**src/rtl/instruction_fetch.sv**
```systemverilog
`default_nettype none
// ============================================================================
// Module      : instruction_fetch
// Description : Single-outstanding-request instruction fetch stage. Issues
//               word fetches to instruction memory, registers the returned
//               word for decode, and handles branch/jump redirects. When a
//               redirect arrives while a request is still pending, the
//               pending response is dropped.
// Revision    : 1.0 - initial release
// ============================================================================
module instruction_fetch #(
    parameter int                    DATA_WIDTH = 32,
    parameter logic [DATA_WIDTH-1:0] RESET_PC   = '0
) (
    input  logic                  clk,
    input  logic                  reset,
    output logic                  imem_req,
    output logic [DATA_WIDTH-1:0] imem_addr,
    input  logic                  imem_ready,
    input  logic [DATA_WIDTH-1:0] imem_rdata,
    output logic                  instr_valid,
    output logic [DATA_WIDTH-1:0] instr,
    output logic [DATA_WIDTH-1:0] instr_pc,
    output logic [6:0]            opcode,
    input  logic                  dec_ready,
    input  logic                  redirect_valid,
    input  logic [DATA_WIDTH-1:0] redirect_pc,
    output logic                  misaligned
);

    // FETCH: request outstanding at r_pc
    // HOLD : instruction waiting for decode, no request
    // DROP : request outstanding at r_drop_addr whose response is discarded
    localparam logic [1:0] c_st_fetch = 2'd0;
    localparam logic [1:0] c_st_hold  = 2'd1;
    localparam logic [1:0] c_st_drop  = 2'd2;

    localparam logic [DATA_WIDTH-1:0] c_pc_step     = DATA_WIDTH'(4);
    localparam logic [DATA_WIDTH-1:0] c_reset_pc_al = {RESET_PC[DATA_WIDTH-1:2], 2'b00};

    logic [1:0]            r_state;
    logic [1:0]            w_state_next;
    logic [DATA_WIDTH-1:0] r_pc;
    logic [DATA_WIDTH-1:0] r_drop_addr;
    logic                  r_instr_valid;
    logic [DATA_WIDTH-1:0] r_instr;
    logic [DATA_WIDTH-1:0] r_instr_pc;
    logic                  r_misaligned;
    logic [DATA_WIDTH-1:0] w_redirect_al;

    // Redirect targets are forced to word alignment; low bits only flag misalignment.
    assign w_redirect_al = {redirect_pc[DATA_WIDTH-1:2], 2'b00};

    // State register.
    always_ff @(posedge clk) begin
        if (reset) begin
            r_state <= c_st_fetch;
        end else begin
            r_state <= w_state_next;
        end
    end

    // Next-state logic; redirect takes priority except that an outstanding
    // request must still be retired before a new address can be issued.
    always_comb begin
        w_state_next = r_state;
        case (r_state)
            c_st_fetch: begin
                if (redirect_valid) begin
                    w_state_next = imem_ready ? c_st_fetch : c_st_drop;
                end else if (imem_ready) begin
                    w_state_next = c_st_hold;
                end
            end
            c_st_hold: begin
                if (redirect_valid || dec_ready) begin
                    w_state_next = c_st_fetch;
                end
            end
            c_st_drop: begin
                if (imem_ready) begin
                    w_state_next = c_st_fetch;
                end
            end
            default: w_state_next = c_st_fetch;
        endcase
    end

    // PC, captured instruction and pending-drop address.
    always_ff @(posedge clk) begin
        if (reset) begin
            r_pc          <= c_reset_pc_al;
            r_drop_addr   <= '0;
            r_instr_valid <= 1'b0;
            r_instr       <= '0;
            r_instr_pc    <= '0;
        end else if (redirect_valid) begin
            r_pc          <= w_redirect_al;
            r_instr_valid <= 1'b0;
            // Only a still-pending FETCH request needs its address remembered;
            // in DROP the original outstanding address is kept.
            if (r_state == c_st_fetch && !imem_ready) begin
                r_drop_addr <= r_pc;
            end
        end else begin
            case (r_state)
                c_st_fetch: begin
                    if (imem_ready) begin
                        r_instr       <= imem_rdata;
                        r_instr_pc    <= r_pc;
                        r_instr_valid <= 1'b1;
                        r_pc          <= r_pc + c_pc_step;
                    end
                end
                c_st_hold: begin
                    if (dec_ready) begin
                        r_instr_valid <= 1'b0;
                    end
                end
                default: begin
                end
            endcase
        end
    end

    // One-cycle flag for a redirect target that was not word aligned.
    always_ff @(posedge clk) begin
        if (reset) begin
            r_misaligned <= 1'b0;
        end else begin
            r_misaligned <= redirect_valid && (redirect_pc[1:0] != 2'b00);
        end
    end

    assign imem_req    = (r_state != c_st_hold);
    assign imem_addr   = (r_state == c_st_drop) ? r_drop_addr : r_pc;
    assign instr_valid = r_instr_valid;
    assign instr       = r_instr;
    assign instr_pc    = r_instr_pc;
    assign opcode      = r_instr[6:0];
    assign misaligned  = r_misaligned;

endmodule
`default_nettype wire

```
**config.mk**
```make
export PLATFORM = sky130hd
export DESIGN_NAME = instruction_fetch
export DESIGN_NICKNAME = d
export VERILOG_FILES = /design/src/rtl/instruction_fetch.sv
export SDC_FILE = /design/constraint.sdc
export NUM_CORES = 1
export LEC_CHECK = 0
export BUFFER_PORTS_ARGS = -buffer_cell sky130_fd_sc_hd__buf_2
export CORE_ASPECT_RATIO = 0.5
export CORE_MARGIN = 3
export CORE_UTILIZATION = 40
export CTS_BUF_LIST = sky130_fd_sc_hd__clkbuf_2
export CTS_CLUSTER_SIZE = 28
export DETAILED_ROUTE_END_ITERATION = 8
export PLACE_DENSITY = 0.76
export REMOVE_ABC_BUFFERS = 1
export SYNTH_ARGS = -nofsm -noshare
export SYNTH_HDL_FRONTEND = slang
export SYNTH_SLANG_ARGS = --single-unit
```
**constraint.sdc**
```tcl
create_clock -name clk -period 4.6 [get_ports clk]
set_input_delay 0.23 -clock clk [delete_from_list [all_inputs] [get_ports clk]]
set_output_delay 0.23 -clock clk [all_outputs]
set_load 0.005 [all_outputs]
```
After elaboration in Yosys (flattened, before gate mapping):

Index checks and enable logic that the tools add are counted.

* register bits after elaboration: 132
* latch bits: 0
* bits in writable memories: 0
* memory bits (read-only): 0
* input bits: 69
* output and inout bits: 106
* word-level logic and storage cells: 47
* memories kept: 0

* add/subtract/negate cells: 1
* $mul: 0
* divide/modulo/power cells: 0
* $lt $le $gt $ge: 0
* equal/unequal tests: 8
* shift-type cells: 0
* muxes and demuxes: 13
* bitwise logic cells: 1
* reduce and logical (&&, ||, !) cells: 16

Operator list (number)
* two-way mux 32 bit: 4
* adder 32 x 3 -> 32 bit (second input constant): 1
* two-way mux 2 bit: 5
* AND reduction 3 bit: 3
* inequality test 2 bit (second input constant): 4
* nonzero test 2 bit: 4
* one-hot mux 2 bit (3 select lines): 1
* AND reduction 2 bit: 3
* inequality test 3 bit (second input constant): 1
* equality test 2 x 1 -> 1 bit (second input constant): 1
* equality test 2 bit (second input constant): 1
* logical AND 1 bit: 2
* logical NOT 2 bit: 1
* two-way mux 1 bit: 2
* inequality test 2 x 1 -> 1 bit (second input constant): 1
* one-hot mux 1 bit (2 select lines): 1
* OR reduction 2 bit: 1
* logical NOT 1 bit: 1
* logical OR 1 bit: 1
* inverter 1 bit: 1

Logic depth before layout (Yosys ltp):

* depth in word-level cells: 4
* gate-level depth with buffers: 7
* gate-level depth less buffers: 5

Least setup slack after synthesis:

Ideal clock, no wire load.

* kind: flip-flop to flip-flop
* start: register r_pc[10]
* end: register r_pc[27]
* setup time: 0.091 ns
* data arrival time: 1.624 ns
* required time: 4.509 ns
* path slack: 2.885 ns
* cell stages (with the launch flop): 6
* buffers on the path: 1
* clock period less this slack: 1.715 ns
* cell sequence: dfxtp_1 > buf_2 > and4_2 > nand4_2 > or4_1 > a311oi_1

* longest elaborated chain between the ends: 4

Ends and longest elaborated chain
* start, declared: line 43 `logic [DATA_WIDTH-1:0] r_pc;`
* start signal, assigned: line 92 `r_pc <= c_reset_pc_al;`
* start signal, assigned: line 98 `r_pc <= w_redirect_al;`
* start signal, assigned: line 112 `r_pc <= r_pc + c_pc_step;`
* adder 32 x 3 -> 32 bit: line 112
* two-way mux 32 bit: line 108 `if (imem_ready) begin`
* two-way mux 32 bit: line 106 `case (r_state)`
* two-way mux 32 bit: line 97 `end else if (redirect_valid) begin`

Every way passes these cells. The select of a mux whose other input is x is not followed.
A chain may end at the register's enable or synchronous reset.

Worst setup path after layout:

* start: register r_state[1]
* end: output imem_addr[27]

* longest elaborated chain between the ends: 2

Ends and longest elaborated chain
* start, declared: line 41 `logic [1:0] r_state;`
* start signal, assigned: line 57 `r_state <= c_st_fetch;`
* start signal, assigned: line 59 `r_state <= w_state_next;`
* equality test 2 bit: line 136 `assign imem_addr = (r_state == c_st_drop) ? r_drop_addr : r_pc;`
* two-way mux 32 bit: line 136
* end, declared: line 18 `output logic [DATA_WIDTH-1:0] imem_addr,`

Every way passes these cells.

==> flow_results.org <==
** Finish
- Synthesis-to-finish area growth :: 31.0%
- Flip-flop and latch area :: 2520 sq um
- The repair_antennas step left the layout with diodes totalling 0.
- At the end of the flow, the number of nets in the layout was 981.
- Of the cells placed in the final design, the portion with a size suffix greater than 1 is 26.2%.
- The multi-input combinational cells in the finished layout cover a total of 2810 sq um.
- After the flow finishes, the layout carries non-filler instances totaling 1114.
- Filler cell count in the final layout :: 1261

** Yosys
- Post-synthesis area per instance :: 7.90 sq um
- For this run, the number of Yosys warnings is 0.
- Counting flops with a built-in enable in the synthesized netlist gives 0.
- Leading cell types by count after synthesis :: 209 x sky130_fd_sc_hd__nand2_1, 126 x sky130_fd_sc_hd__dfxtp_1, 96 x sky130_fd_sc_hd__a21oi_1
- Synthesis handed over a netlist of 716 instances.
- After synthesis, the largest family of logic cells by area is simple AND/OR/NAND/NOR gates.
- After Yosys synthesis, XOR and XNOR cells account for 1.24% of the synthesized area.
- For this run, the leading register cell type out of synthesis is sky130_fd_sc_hd__dfxtp_1.
- Post-synthesis adder-cell area fraction :: 0.221%
- Top area cells in the synthesized netlist :: sky130_fd_sc_hd__dfxtp_1 45%, sky130_fd_sc_hd__nand2_1 14%, sky130_fd_sc_hd__a21oi_1 8.5%
- Area share of the leading cell type in the synthesized netlist :: 44.6%
- Top-count cell post-synth :: sky130_fd_sc_hd__nand2_1
- Synth Area in Compound Gates :: 15.0%
- Count of state elements after synthesis :: 126
- After synthesis, the share of flip-flops with an asynchronous set or reset is 0%.
- In the synthesized netlist, mux cells make up 5.95% of the area.
- The biggest area contributor in the post-synthesis netlist is sky130_fd_sc_hd__dfxtp_1.
- Number of unique standard cell types used by synthesis :: 48
- Simple-gate share of the synthesized area :: 26.5%
- Register area share after synthesis :: 44.6%
- After synthesis the cells add up to 5660 sq um.

** STA
- Highest clock frequency the design can meet :: 346 MHz
- Minimum clock period :: 2890 ps
- The tightest hold path in the finished design has a slack of 110 ps.
- Number of pins exceeding their max-slew limit in the final report :: 0
- Crit share post-route :: 62.9%
- For the pin with the worst max-slew slack, the measured transition is 1010 ps.
- Setup repair after global routing missed its margin :: no
- Number of failing hold endpoints at the final stage :: 0
- On the final layout, the worst clock skew is 34.0 ps.
- In this run the tightest slew margin relative to its limit is 32.3%.
- Final-layout setup total negative slack :: 0 ps
- Finish-stage setup viols :: 0
- Final worst-path setup slack :: 1710 ps

** Floorplanning
- Core outline area :: 13700 sq um
- Die area :: 15700 sq um
- The initialized floorplan defines 30 standard-cell rows.
- Once the floorplan was initialized, standard cells occupied 41.3% of the core.
- 175 I/O pins were placed.
- In this run the vertical extent of the chip is 90.1 microns.
- Measured along the x axis, the die boundary spans 174 microns.

** Pwr
- Power density over cell area :: 296 nW/um^2
- Design Power :: 0.00220 W
- The worst-case IR drop observed on VDD is 122 uV.
- Total leakage power :: 3.07 nW

** GRT
- Number of antenna violations at the first check in global routing :: 0
- Global-route wire length before repair :: 26700 microns
- Maximum number of pins on one net before global-route repair :: 100
- Via count of the first global-routing pass :: 5503
- For this run, the total global-route usage over all layers was measured as 20.4%.
- The total overflow left after global routing is 0.

** Placed design
- DP Cell Count :: 1017
- Routability-driven placement finished with a final weighted congestion of 0.855.
- After legalization and detailed placement, the total HPWL measured 10600 microns.
- The count of buffers added on input and output ports is 170.
- Worst slack after detailed placement :: 2390 ps

** Detailed routing
- After detailed routing, the number of vias per cell comes to 5.13.
- Initial drt markers :: 419
- After detailed routing, the total wire length is 16400 microns.
- Number of search-and-repair iterations in the first detailed-routing pass :: 6
- Dividing the detail-routed wire length by the instance count gives 14.7 microns.
- Via count :: 5720
- After detailed routing, the number of remaining DRC violations is 0.
- In this run the remaining antenna-violating nets after routing total 0.

** Worst setup path
- Max FO, Critical Path :: 32
- Data on the critical path arrives at its endpoint at 2660 ps.
- Category of the critical setup timing path :: register to primary output
- The worst setup path is captured at a primary output.
- Critical Path Source Type :: register
- At the worst endpoint, the required time is 4370 ps.

** Min path
- Worst hold-check path type :: input pin to register

** Clock network
- Clock tree buffer depth :: 2
- Clock-pin slew was measured on the worst setup and hold paths at 170 ps.
- Total clock buffers created by CTS :: 17
- H-tree depth :: 4
- Number of clock sinks :: 126
- TritonCTS built the clock tree.
- Worst skew pair latency :: 660 ps
- The tree is rooted in a sky130_fd_sc_hd__clkbuf_2.

** Status
- Result of the run :: complete, no violations

** Run
- Reported max-cap violation count :: 0
through the flow:
stage          utilization [%]  instance area, sq um
6_report                  54.1                  7410
5_1_grt                   54.1                  7410
4_1_cts                   54.1                  7410
3_5_place_dp              47.6                  6520
3_3_place_gp              47.6                  6520
2_1_floorplan                -                  5340
final cells by class:
class,instances,share of cell area (%)
Multi-Input combinational cell,512,37.9
Clock buffer,19,1.28
Inverter,8,0.405
Tap cell,192,3.24
Sequential cell,126,34.0
Clock inverter,11,1.69
Timing Repair Buffer,246,21.5
critical path, cell delays in order, from the launching register on:
cell                      delay (ps)
sky130_fd_sc_hd__dfxtp_1         540
sky130_fd_sc_hd__nor2b_4         890
sky130_fd_sc_hd__mux2_2          430
sky130_fd_sc_hd__buf_2           140
layout by cell type (no fill, tap or decap), types with 3 or more instances in the layout:
cell                            synthesis  routed
sky130_fd_sc_hd__o21ai_0                7       7
sky130_fd_sc_hd__nor4_1                 5       4
sky130_fd_sc_hd__and3_1                 7       7
sky130_fd_sc_hd__bufinv_16              0       3
sky130_fd_sc_hd__nand4_1               10      10
sky130_fd_sc_hd__xnor2_1                4       4
sky130_fd_sc_hd__o211ai_1               5       5
sky130_fd_sc_hd__a311oi_1              11      11
sky130_fd_sc_hd__and4_1                11      11
sky130_fd_sc_hd__buf_2                 13     169
sky130_fd_sc_hd__dfxtp_1              126     126
sky130_fd_sc_hd__o31ai_1                7       7
sky130_fd_sc_hd__or4_1                  8       8
sky130_fd_sc_hd__inv_1                  7       7
sky130_fd_sc_hd__a2111oi_0              5       5
sky130_fd_sc_hd__buf_4                 11      10
sky130_fd_sc_hd__mux2_2                29      29
sky130_fd_sc_hd__clkbuf_2               2      19
sky130_fd_sc_hd__a21oi_1               96      96
sky130_fd_sc_hd__nand2_1              209     208
sky130_fd_sc_hd__and2_1                 6       6
sky130_fd_sc_hd__dlygate4sd3_1          0      67
sky130_fd_sc_hd__nor3_1                 3       3
sky130_fd_sc_hd__nor3b_1                3       3
sky130_fd_sc_hd__clkinv_2               0       4
sky130_fd_sc_hd__a211oi_1               9       9
sky130_fd_sc_hd__conb_1                 1       4
sky130_fd_sc_hd__nand3_1               11      11
sky130_fd_sc_hd__clkinv_1               1       5
sky130_fd_sc_hd__xor2_1                 4       4
sky130_fd_sc_hd__or3_1                  5       5
sky130_fd_sc_hd__nor2_1                28      28
flip-flops by register name, summed over array words and instances, names as in the netlist:
register / cells
instr: 32
misaligned: 1
r_state: 2
instr_valid: 1
r_drop_addr: 30
r_pc: 30
instr_pc: 30
worst paths after layout:
check / start / slack (ps) / end / depth (start not counted)
worst min-delay path: redirect_valid / 110 / r_pc[18] / 3
worst max-delay path: r_state[1] / 1710 / imem_addr[27] / 3
worst max register to register: r_pc[2] / 2390 / r_pc[20] / 5
worst min register to register: instr[8] / 460 / instr[8] / 2
what timing repair did:
item	4_1_cts	5_1_grt
gates resized for setup	0	0
buffers inserted	0	0
endpoints found under the hold margin	65	0
hold buffers	67	0
report_power, final:
group | internal, W | switching [W]
Combinational | 0.000156 | 0.000160
Sequential | 0.00114 | 0.0000557
Clock | 0.000291 | 0.000393
Total | 0.00159 | 0.000608
routing by layer:
metal | GRT usage (%) | share of wire (%) | wire, microns | up-vias
met5 | 0 | 0 | 0 | -
li1 | - | - | - | 2836
met2 | 35.4 | 49 | 8040 | 180
met1 | 25.0 | 44 | 7210 | 2672
met4 | 7.15 | 1.9 | 306 | 0
met3 | 4.51 | 5.3 | 878 | 32
logic make-up after synthesis:
kind of cell / count (synthesis)
and+or+nand+nor: 324
AOI/OAI and AO/OA: 145
DFF: 126
buffers and inverters: 81
muxes: 30
xor gates and xnor gates: 8
adders and majority gates: 1
other: 1
Power figures use the tool's default switching activity.
